**src/rtl/online_mult_seq.sv**
```systemverilog
// Sequencer for the radix-2 digit-serial online multiplier: clears the datapath,
// feeds operand digit pairs MSD first, then flushes DELTA zero digits under backpressure.
module online_mult_seq #(
  parameter int N     = 64,
  parameter int DELTA = 3,
  parameter int CW    = 7
) (
  input  logic          clk,
  input  logic          rst_n,
  input  logic          start,
  input  logic          abort,
  input  logic [CW-1:0] prec,
  input  logic          in_valid,
  output logic          in_req,
  input  logic          out_ready,
  output logic          dp_en,
  output logic          dp_clear,
  output logic          dp_zero_in,
  output logic [CW-1:0] dig_idx,
  output logic          out_valid,
  output logic          out_last,
  output logic [CW-1:0] out_idx,
  output logic          busy,
  output logic          done
);

  typedef enum logic [2:0] {IDLE, CLEAR, INIT, COMPUTE, FLUSH, DONE} state_t;

  localparam logic [CW-1:0] N_C     = CW'(N);
  localparam logic [CW-1:0] DELTA_C = CW'(DELTA);
  localparam logic [CW-1:0] ONE     = CW'(1);

  state_t        state;
  logic [CW-1:0] p_reg;
  logic [CW-1:0] p_next;
  logic [CW-1:0] in_cnt;
  logic [CW-1:0] out_cnt;
  logic          init_fire;
  logic          comp_fire;
  logic          flush_fire;

  // Precision below DELTA+1 would leave no compute phase, so it is raised to DELTA+1.
  always_comb begin
    p_next = prec;
    if (prec == '0 || prec > N_C)
      p_next = N_C;
    else if (prec <= DELTA_C)
      p_next = DELTA_C + ONE;
  end

  assign init_fire  = (state == INIT)    && in_valid && !abort;
  assign comp_fire  = (state == COMPUTE) && in_valid && out_ready && !abort;
  assign flush_fire = (state == FLUSH)   && out_ready && !abort;

  always_ff @(posedge clk or negedge rst_n) begin
    if (!rst_n) begin
      state   <= IDLE;
      p_reg   <= '0;
      in_cnt  <= '0;
      out_cnt <= '0;
    end else if (abort) begin
      state   <= IDLE;
      in_cnt  <= '0;
      out_cnt <= '0;
    end else begin
      case (state)
        IDLE: begin
          if (start) begin
            state <= CLEAR;
            p_reg <= p_next;
          end
        end
        CLEAR: begin
          in_cnt  <= '0;
          out_cnt <= '0;
          state   <= INIT;
        end
        INIT: begin
          if (init_fire) begin
            in_cnt <= in_cnt + ONE;
            if (in_cnt == DELTA_C - ONE)
              state <= COMPUTE;
          end
        end
        COMPUTE: begin
          if (comp_fire) begin
            in_cnt  <= in_cnt + ONE;
            out_cnt <= out_cnt + ONE;
            if (in_cnt == p_reg - ONE)
              state <= FLUSH;
          end
        end
        FLUSH: begin
          if (flush_fire) begin
            out_cnt <= out_cnt + ONE;
            if (out_cnt == p_reg - ONE)
              state <= DONE;
          end
        end
        DONE:    state <= IDLE;
        default: state <= IDLE;
      endcase
    end
  end

  assign in_req     = (state == INIT) || (state == COMPUTE);
  assign dp_en      = init_fire || comp_fire || flush_fire;
  assign dp_clear   = (state == CLEAR);
  assign dp_zero_in = (state == FLUSH);
  assign dig_idx    = in_req ? in_cnt : '0;
  assign out_valid  = comp_fire || flush_fire;
  assign out_last   = flush_fire && (out_cnt == p_reg - ONE);
  assign out_idx    = ((state == COMPUTE) || (state == FLUSH)) ? out_cnt : '0;
  assign busy       = (state != IDLE);
  assign done       = (state == DONE) && !abort;

endmodule

```
**config.mk**
```make
export PLATFORM = sky130hd
export DESIGN_NAME = online_mult_seq
export DESIGN_NICKNAME = d
export VERILOG_FILES = /design/src/rtl/online_mult_seq.sv
export SDC_FILE = /design/constraint.sdc
export NUM_CORES = 1
export LEC_CHECK = 0
export BUFFER_PORTS_ARGS = -buffer_cell sky130_fd_sc_hd__buf_4
export CAP_MARGIN = 0
export CORE_UTILIZATION = 50
export CTS_CLUSTER_DIAMETER = 80
export CTS_CLUSTER_SIZE = 8
export DETAILED_ROUTE_END_ITERATION = 7
export HOLD_SLACK_MARGIN = 0.08
export PLACE_DENSITY = 0.79
export SETUP_SLACK_MARGIN = 0.02
export SLEW_MARGIN = 30
export SYNTH_ARGS = -nofsm -noshare
export SYNTH_HDL_FRONTEND = slang
export SYNTH_SLANG_ARGS = --single-unit
```
**constraint.sdc**
```tcl
create_clock -name clk -period 3.9 [get_ports clk]
set_clock_uncertainty 0.2 [all_clocks]
set_input_delay 0.585 -clock clk [delete_from_list [all_inputs] [get_ports clk]]
set_output_delay 0.585 -clock clk [all_outputs]
set_load 0.02 [all_outputs]
```
### After elaboration in Yosys (flattened, before gate mapping)

Index checks and enable logic that the tools add are counted.

| cells by class | value |
|---|---|
| add/subtract/negate cells | 3 |
| order comparisons | 2 |
| equal/unequal tests | 15 |
| muxes and demuxes | 21 |
| bitwise operators | 1 |
| reduce and logical (&&, ||, !) cells | 25 |

Operators with widths:

| kind | number |
|---|---|
| 2-to-1 mux 7 bit | 10 |
| case mux 7 bit (3 select lines) | 2 |
| 2-to-1 mux 3 bit | 8 |
| case mux 3 bit (5 select lines) | 1 |
| adder 7 x 1 -> 7 bit, second input constant | 2 |
| == test 7 bit | 2 |
| inequality test 3 bit, second input constant | 4 |
| logical AND 1 bit | 9 |
| inequality test 3 x 2 -> 1 bit, second input constant | 3 |
| AND reduction 3 bit | 3 |
| nonzero test 4 bit | 2 |
| == test 7 x 2 -> 1 bit, second input constant | 1 |
| > comparator 7 bit, second input constant | 1 |
| <= comparator 7 x 2 -> 1 bit, second input constant | 1 |
| logical NOT 7 bit | 1 |
| AND reduction 7 bit | 1 |
| subtractor 7 x 1 -> 7 bit, second input constant | 1 |
| == test 3 x 2 -> 1 bit, second input constant | 2 |
| == test 3 bit, second input constant | 2 |
| logical OR 1 bit | 6 |
| == test 3 x 1 -> 1 bit, second input constant | 1 |
| logical NOT 3 bit | 1 |
| nonzero test 3 bit | 1 |
| logical NOT 1 bit | 1 |
| NOT 1 bit | 1 |

| storage, ports and cells | value |
|---|---|
| register bits after elaboration | 24 |
| input port bits | 13 |
| output and inout bits | 22 |
| word-level logic and storage cells | 71 |

### Depth between registers and ports, before layout

Gate-level depths: netlist of run 1.

| logic depth | value |
|---|---|
| word-level depth | 7 |
| depth in mapped cells | 9 |
| mapped depth without buffers | 8 |

### Worst setup path after synthesis of run 1

OpenSTA, ideal clock, no wires.

| timing | value |
|---|---|
| path type | reg-to-output |
| start | register p_reg[0] |
| end | output out_last |
| arrival | 2.178 ns |
| required time | 3.115 ns |
| slack | 0.937 ns |
| stages on the path, launching flop included | 9 |
| path buffers | 1 |
| cells stage by stage | dfrtp_1 > buf_6 > inv_1 > ha_1 > or3b_2 > nor3_1 > xnor2_1 > xnor2_1 > nor3_1 |

| on the way | value |
|---|---|
| longest elaborated chain between the ends | 3 |

Ends and longest elaborated chain:

| item | line | text |
|---|---|---|
| start, declared | 34 | `logic [CW-1:0] p_reg;` |
| start signal, assigned | 70 | `p_reg <= p_next;` |
| subtractor 7 x 1 -> 7 bit | 112 | `assign out_last = flush_fire && (out_cnt == p_reg - ONE);` |
| == test 7 bit | 112 |  |
| logical AND 1 bit | 112 |  |
| end, declared | 21 | `output logic out_last,` |

No other way between the ends.

### Worst setup path after layout of run 1

Ends and elaborated chain as after synthesis.

==> metrics.txt, run 1 <==
GR Layer Usage met3=about 3.5%; hold path depth=2; number of I/O pins=35; complex-gate fraction of the synthesized area=approximately 17%; worst slack, placed=929 ps; fraction of layout cells with a size suffix above 1=between 10% and 20%; root buf cell=clkbuf_8; final RePlAce weighted congestion=a little under 0.9; fin util=59.5%; Rows=22; Hold/Removal Path Class=input port to flip-flop; Final Hold Fails=0; IO buf count=34; CTS clk-pin slew, worst paths=about 80 ps; Hold EP=p_reg[2]; M1 GR Usage=roughly a third; min-delay src=prec[6]; Mean Syn Cell Area=~8.5 um^2; gr busiest metal=met2; setup TNS=0 ps; number of global-route vias before repair=1677; Cell Area, Synth=about 2000 um^2; via count=between 1500 and 2000; Slowest-stage cell, CP=dfrtp_1; post-synthesis simple-gate area fraction=between 30% and 40%; Ys Warns=0; # diodes=0; Peak VDD IR=about 230 uV; Slew @ Worst Pin=just under 800 ps; Net count, final=275; area delta synth->final=12.4%; die area=4220 um^2; WHS=322 ps; FF-to-FF setup slack=a little over 1000 ps; GRT met2 Usage=roughly two fifths; Synth Area in Adders=under 10%; Crit path required time=roughly 3100 ps; max_cap viols=0; # resized after CTS=0; Setup crit start kind=flip-flop; post-route ant nets=0; slew margin rel.=roughly 47%; main combinational cell family by area after synthesis=simple AND/OR/NAND/NOR gates; sequential share of the synthesized area=a little under a third; H-Tree Depth=1; CP endpoint kind=output pin; Horiz. Die Dim=~65 um; DRT Pass-1 Iters=4; Crit Path Category=flip-flop to output pin; synth top area cells=dfrtp_1 30%, xor2_1 5.3%, and2_1 4.7%; #FFs+latches synth=24; Pins Over Slew Limit=0; die height=~65 um; first-pass GRT wire length=slightly below 8000 um; WL per Instance=between 15 and 20 um; Primary FF master, synth=dfrtp_1; Starting Density=about 53%; leakage=between 0.001 and 0.0015 uW; Reg-to-Reg Start=p_reg[0]; critical path peak fanout=7; CTS tree=built; # clock sinks=24; status=completed; RSZ-0062 raised after global routing=false; period utilization=87.1%; DR vias/cell=about 5.9; final critical-path required period=3400 ps; Max Fclk=roughly 290 MHz; final setup fails=0; Synth top area share=between 30 and 40%; Mapped Cells=between 200 and 250; Remaining DRCs=0; XOR/XNOR share of the synthesized area=about 8.7%; largest net degree at the start of global routing=25; initial antenna violation count=0; top cells by count, synth=24 x dfrtp_1, 24 x nand2_1, 20 x nor2_1, 15 x and2_1, 12 x xor2_1; Overflow after GRT=0; dominant cell type by area after synthesis=dfrtp_1; pwr dens=around 390 nW/um^2; Post-Syn Nets=250; delay-heaviest family, CP=simple AND/OR/NAND/NOR gates; Worst Path Arrival=roughly 2600 ps; crit-path cells=inv_1 > ha_1 > or3b_2 > nor3_1 > xnor2_1 > xnor2_1 > nor3_1 > buf_4; worst skew pair latency=~270 ps; max incr delay on CP=approximately 480 ps; HPWL Detailed=~3400 um; Num CTS Buffers=3; total power=~880 uW; mux cell area share after synthesis=under 10%; fin worst setup slack=about 500 ps; DRT Wirelength=4700 um; core region area=roughly 3700 um^2; EDFF count, synth=0; reg2reg path depth=7; Post-synth ARST share=100%; Max Buffers Root-to-Sink=2; total track usage=between 20% and 30%; CP Buf/Inv Count=2; reg2reg end=state[2]; Netlist cell types=56; initial DRC count=106
## timing repair
item                      4_1_cts  5_1_grt
hold endpoints to repair       24        0
hold buffers                    1        0
setup buffers                   0        0
## cell type report
type	instances	area [um^2]
clock buffers	3	41.3
clock inverters	1	30.0
fillers	357	1520
inverters	11	41.3
multi-input cells	182	1180
flip-flops and latches	24	601
well taps	48	60.1
repair buffers	36	273
## cell usage in the layout (no fill, tap or decap), types with 3 or more instances in the layout
master and count:
buf_4 35, nand2_1 24, dfrtp_1 24, nor2_1 20
and2_1 15, xor2_1 12, inv_1 11, o21ai_0 9
nand4_1 8, nor3_1 6, nor2b_1 6, nand2b_1 6
nand3_1 6, nor4_1 6, a21oi_1 5, xnor2_1 5
a31oi_1 4, o31ai_1 4, ha_1 4, a21boi_0 3
and3_1 3, clkbuf_8 3
## report_power, final
group	switching, uW	total [uW]	internal, uW
registers	55.7	326	271
logic	186	330	144
clock network	84.3	222	137
total	326	878	552
## metal layers
metal,vias up,part of all wire [%]
met1,835,42
met2,72,49
met3,9,6.9
met5,-,0
met4,0,1.7
li1,879,-
## worst max path at each step
stage | endpoint | startpoint | cells past startpoint | slack, ps
floorplan | out_last | p_reg[0] | 8 | 940
CTS | out_last | p_reg[0] | 8 | 500
global placement | out_last | p_reg[0] | 8 | 990
detailed placement | out_last | p_reg[0] | 8 | 930
global route | out_last | p_reg[0] | 8 | 340
finish | out_last | p_reg[0] | 8 | 500
## cells by family after synthesis
kind of cell    Yosys count
mux                       2
simple gates            113
compound gates           45
fa+ha+maj                 4
xor+xnor                 18
flops                    24
buf+inv                  27
## stage by stage
stage                     std cells  instance area [um^2]
after floorplan                 233                  1980
after global placement          300                  2140
after detailed placement        300                  2140
after CTS                       305                  2230
after global routing            305                  2230
final                           305                  2230
Note: power is estimated with default switching activity, not from simulation.
==> inputs of run 2 (changes only) <==
--- a/config.mk
+++ b/config.mk
@@ -12,7 +12,7 @@
 export CTS_CLUSTER_SIZE = 8
 export DETAILED_ROUTE_END_ITERATION = 7
 export HOLD_SLACK_MARGIN = 0.08
-export PLACE_DENSITY = 0.79
+export PLACE_DENSITY = 0.72
 export SETUP_SLACK_MARGIN = 0.02
 export SLEW_MARGIN = 30
 export SYNTH_ARGS = -nofsm -noshare
==> run 2 against run 1 <==
Critical path depth unchanged. Clock power about the same. Design area unchanged. Critical path type unchanged. Utilization unchanged. Setup slack better by 81 ps. Hold slack better by 6.0 ps. Global-route usage down 1.5 points. Sequential share of layout area unchanged. Combinational power down 4%. First-iteration DRC count down 13%.
==> metrics.txt, run 2 (synthesis results as in run 1) <==
Seq pwr share=37.7%; CTS hold repair buffers=1; FF-to-FF setup slack=around 1100 ps; core region area=3740 um^2; max incr delay on CP=roughly 480 ps; total track usage=22.7%; number of I/O pins=35; CP endpoint kind=output pin; hold path depth=2; Max Buffers Root-to-Sink=2; Switching Fraction=between 30% and 40%; via count=1725; reg2reg end=state[2]; CTS clk-pin slew, worst paths=around 90 ps; critical path peak fanout=7; initial antenna violation count=0; worst skew pair latency=270 ps; Pins Over Slew Limit=0; pwr dens=roughly 390 nW/um^2; min-delay src=prec[6]; P_int=~550 uW; Horiz. Die Dim=around 65 um; Net count, final=between 200 and 300; Rows=22; Slew @ Worst Pin=842 ps; HPWL Detailed=3370 um; reg2reg path depth=7; setup TNS=0 ps; # diodes=0; switching pwr=slightly above 300 uW; final setup fails=0; post-CTS setup buffers=0; RSZ-0062 raised after global routing=false; delay-heaviest family, CP=simple AND/OR/NAND/NOR gates; initial DRC count=92; most frequent cells in the layout=35 x buf_4, 24 x nand2_1, 24 x dfrtp_1; Crit path required time=~3100 ps; DRT Wirelength=4430 um; slew margin rel.=a little over two fifths; # resized after CTS=0; Slowest-stage cell, CP=or3b_2; period utilization=between 80% and 90%; most common cell after layout, fill and taps aside=buf_4; Hold/Removal Path Class=input port to flip-flop; leakage=just over 0.001 uW; Final Hold Fails=0; IO buf count=34; Crit Path Category=flip-flop to output pin; DR vias/cell=roughly 5.7; WL per Instance=about 15 um; final critical-path required period=roughly 3300 ps; H-Tree Depth=1; largest net degree at the start of global routing=25; fraction of layout cells with a size suffix above 1=19.5%; die height=64.9 um; final RePlAce weighted congestion=~0.91; clock share of power=between 20% and 30%; Worst Path Arrival=2530 ps; Reg-to-Reg Start=p_reg[0]; Filler cells=359; Setup crit start kind=flip-flop; Hold EP=p_reg[2]; Starting Density=a little over half; status=completed; fin worst setup slack=between 500 and 600 ps; die area=4220 um^2; post-route ant nets=0; crit-path cells=inv_1 > ha_1 > or3b_2 > nor3_1 > xnor2_1 > xnor2_1 > nor3_1 > buf_4; Max Fclk=just over 300 MHz; Peak VDD IR=about 360 uV; # clock sinks=24; root buf cell=clkbuf_8; worst slack, placed=approximately 940 ps; CP Buf/Inv Count=2; DRT Pass-1 Iters=4; Overflow after GRT=0; Remaining DRCs=0; first-pass GRT wire length=roughly 7500 um; Logic pwr share=between 30% and 40%; area delta synth->final=12.4%; Num CTS Buffers=3; number of global-route vias before repair=1557; CTS tree=built; max_cap viols=0
-- run 2: area by class of cell --
class                      instances  area, um^2  share of cell area [%]
clock buffer                       3        41.3                    1.85
timing repair buffer              36         273                    12.3
clock inverter                     1        30.0                    1.35
sequential                        24         601                    27.0
inverter                          11        41.3                    1.85
tap                               48        60.1                    2.70
multi-input combinational        182        1180                    53.0
-- run 2: through the flow --
step	util (%)	power [uW]	hold WS, ps	cell area, um^2	instances
floorplan	-	588	89.4	1980	233
global placement	57.3	643	304	2140	300
detailed placement	57.3	643	312	2140	300
CTS	59.5	867	321	2230	305
global route	59.5	913	340	2230	305
finish	59.5	862	328	2230	305
-- run 2: worst max path at each step --
| stage | from | endpoint | slack (ps) | cells past startpoint |
|---|---|---|---|---|
| finish | p_reg[0] | out_last | 590 | 8 |
| detailed placement | p_reg[0] | out_last | 940 | 8 |
| floorplan | p_reg[0] | out_last | 940 | 8 |
| global placement | p_reg[0] | out_last | 990 | 8 |
| global route | p_reg[0] | out_last | 430 | 8 |
| CTS | p_reg[0] | out_last | 600 | 8 |
-- run 2: metal layers --
metal | vias up | share of wire [%] | GRT usage, %
met1 | 785 | 46 | 31.0
li1 | 876 | - | -
met3 | 2 | 6.3 | 3.70
met4 | 0 | 0.59 | 4.17
met2 | 62 | 47 | 37.8
met5 | - | 0 | 0
-- run 2: power by group through the flow --
stage / Clock (uW) / Sequential, uW / Combinational, uW
floorplan: 0 / 293 / 294
global placement: 0 / 327 / 316
detailed placement: 0 / 328 / 315
CTS: 226 / 323 / 318
global route: 231 / 330 / 351
finish: 219 / 325 / 318
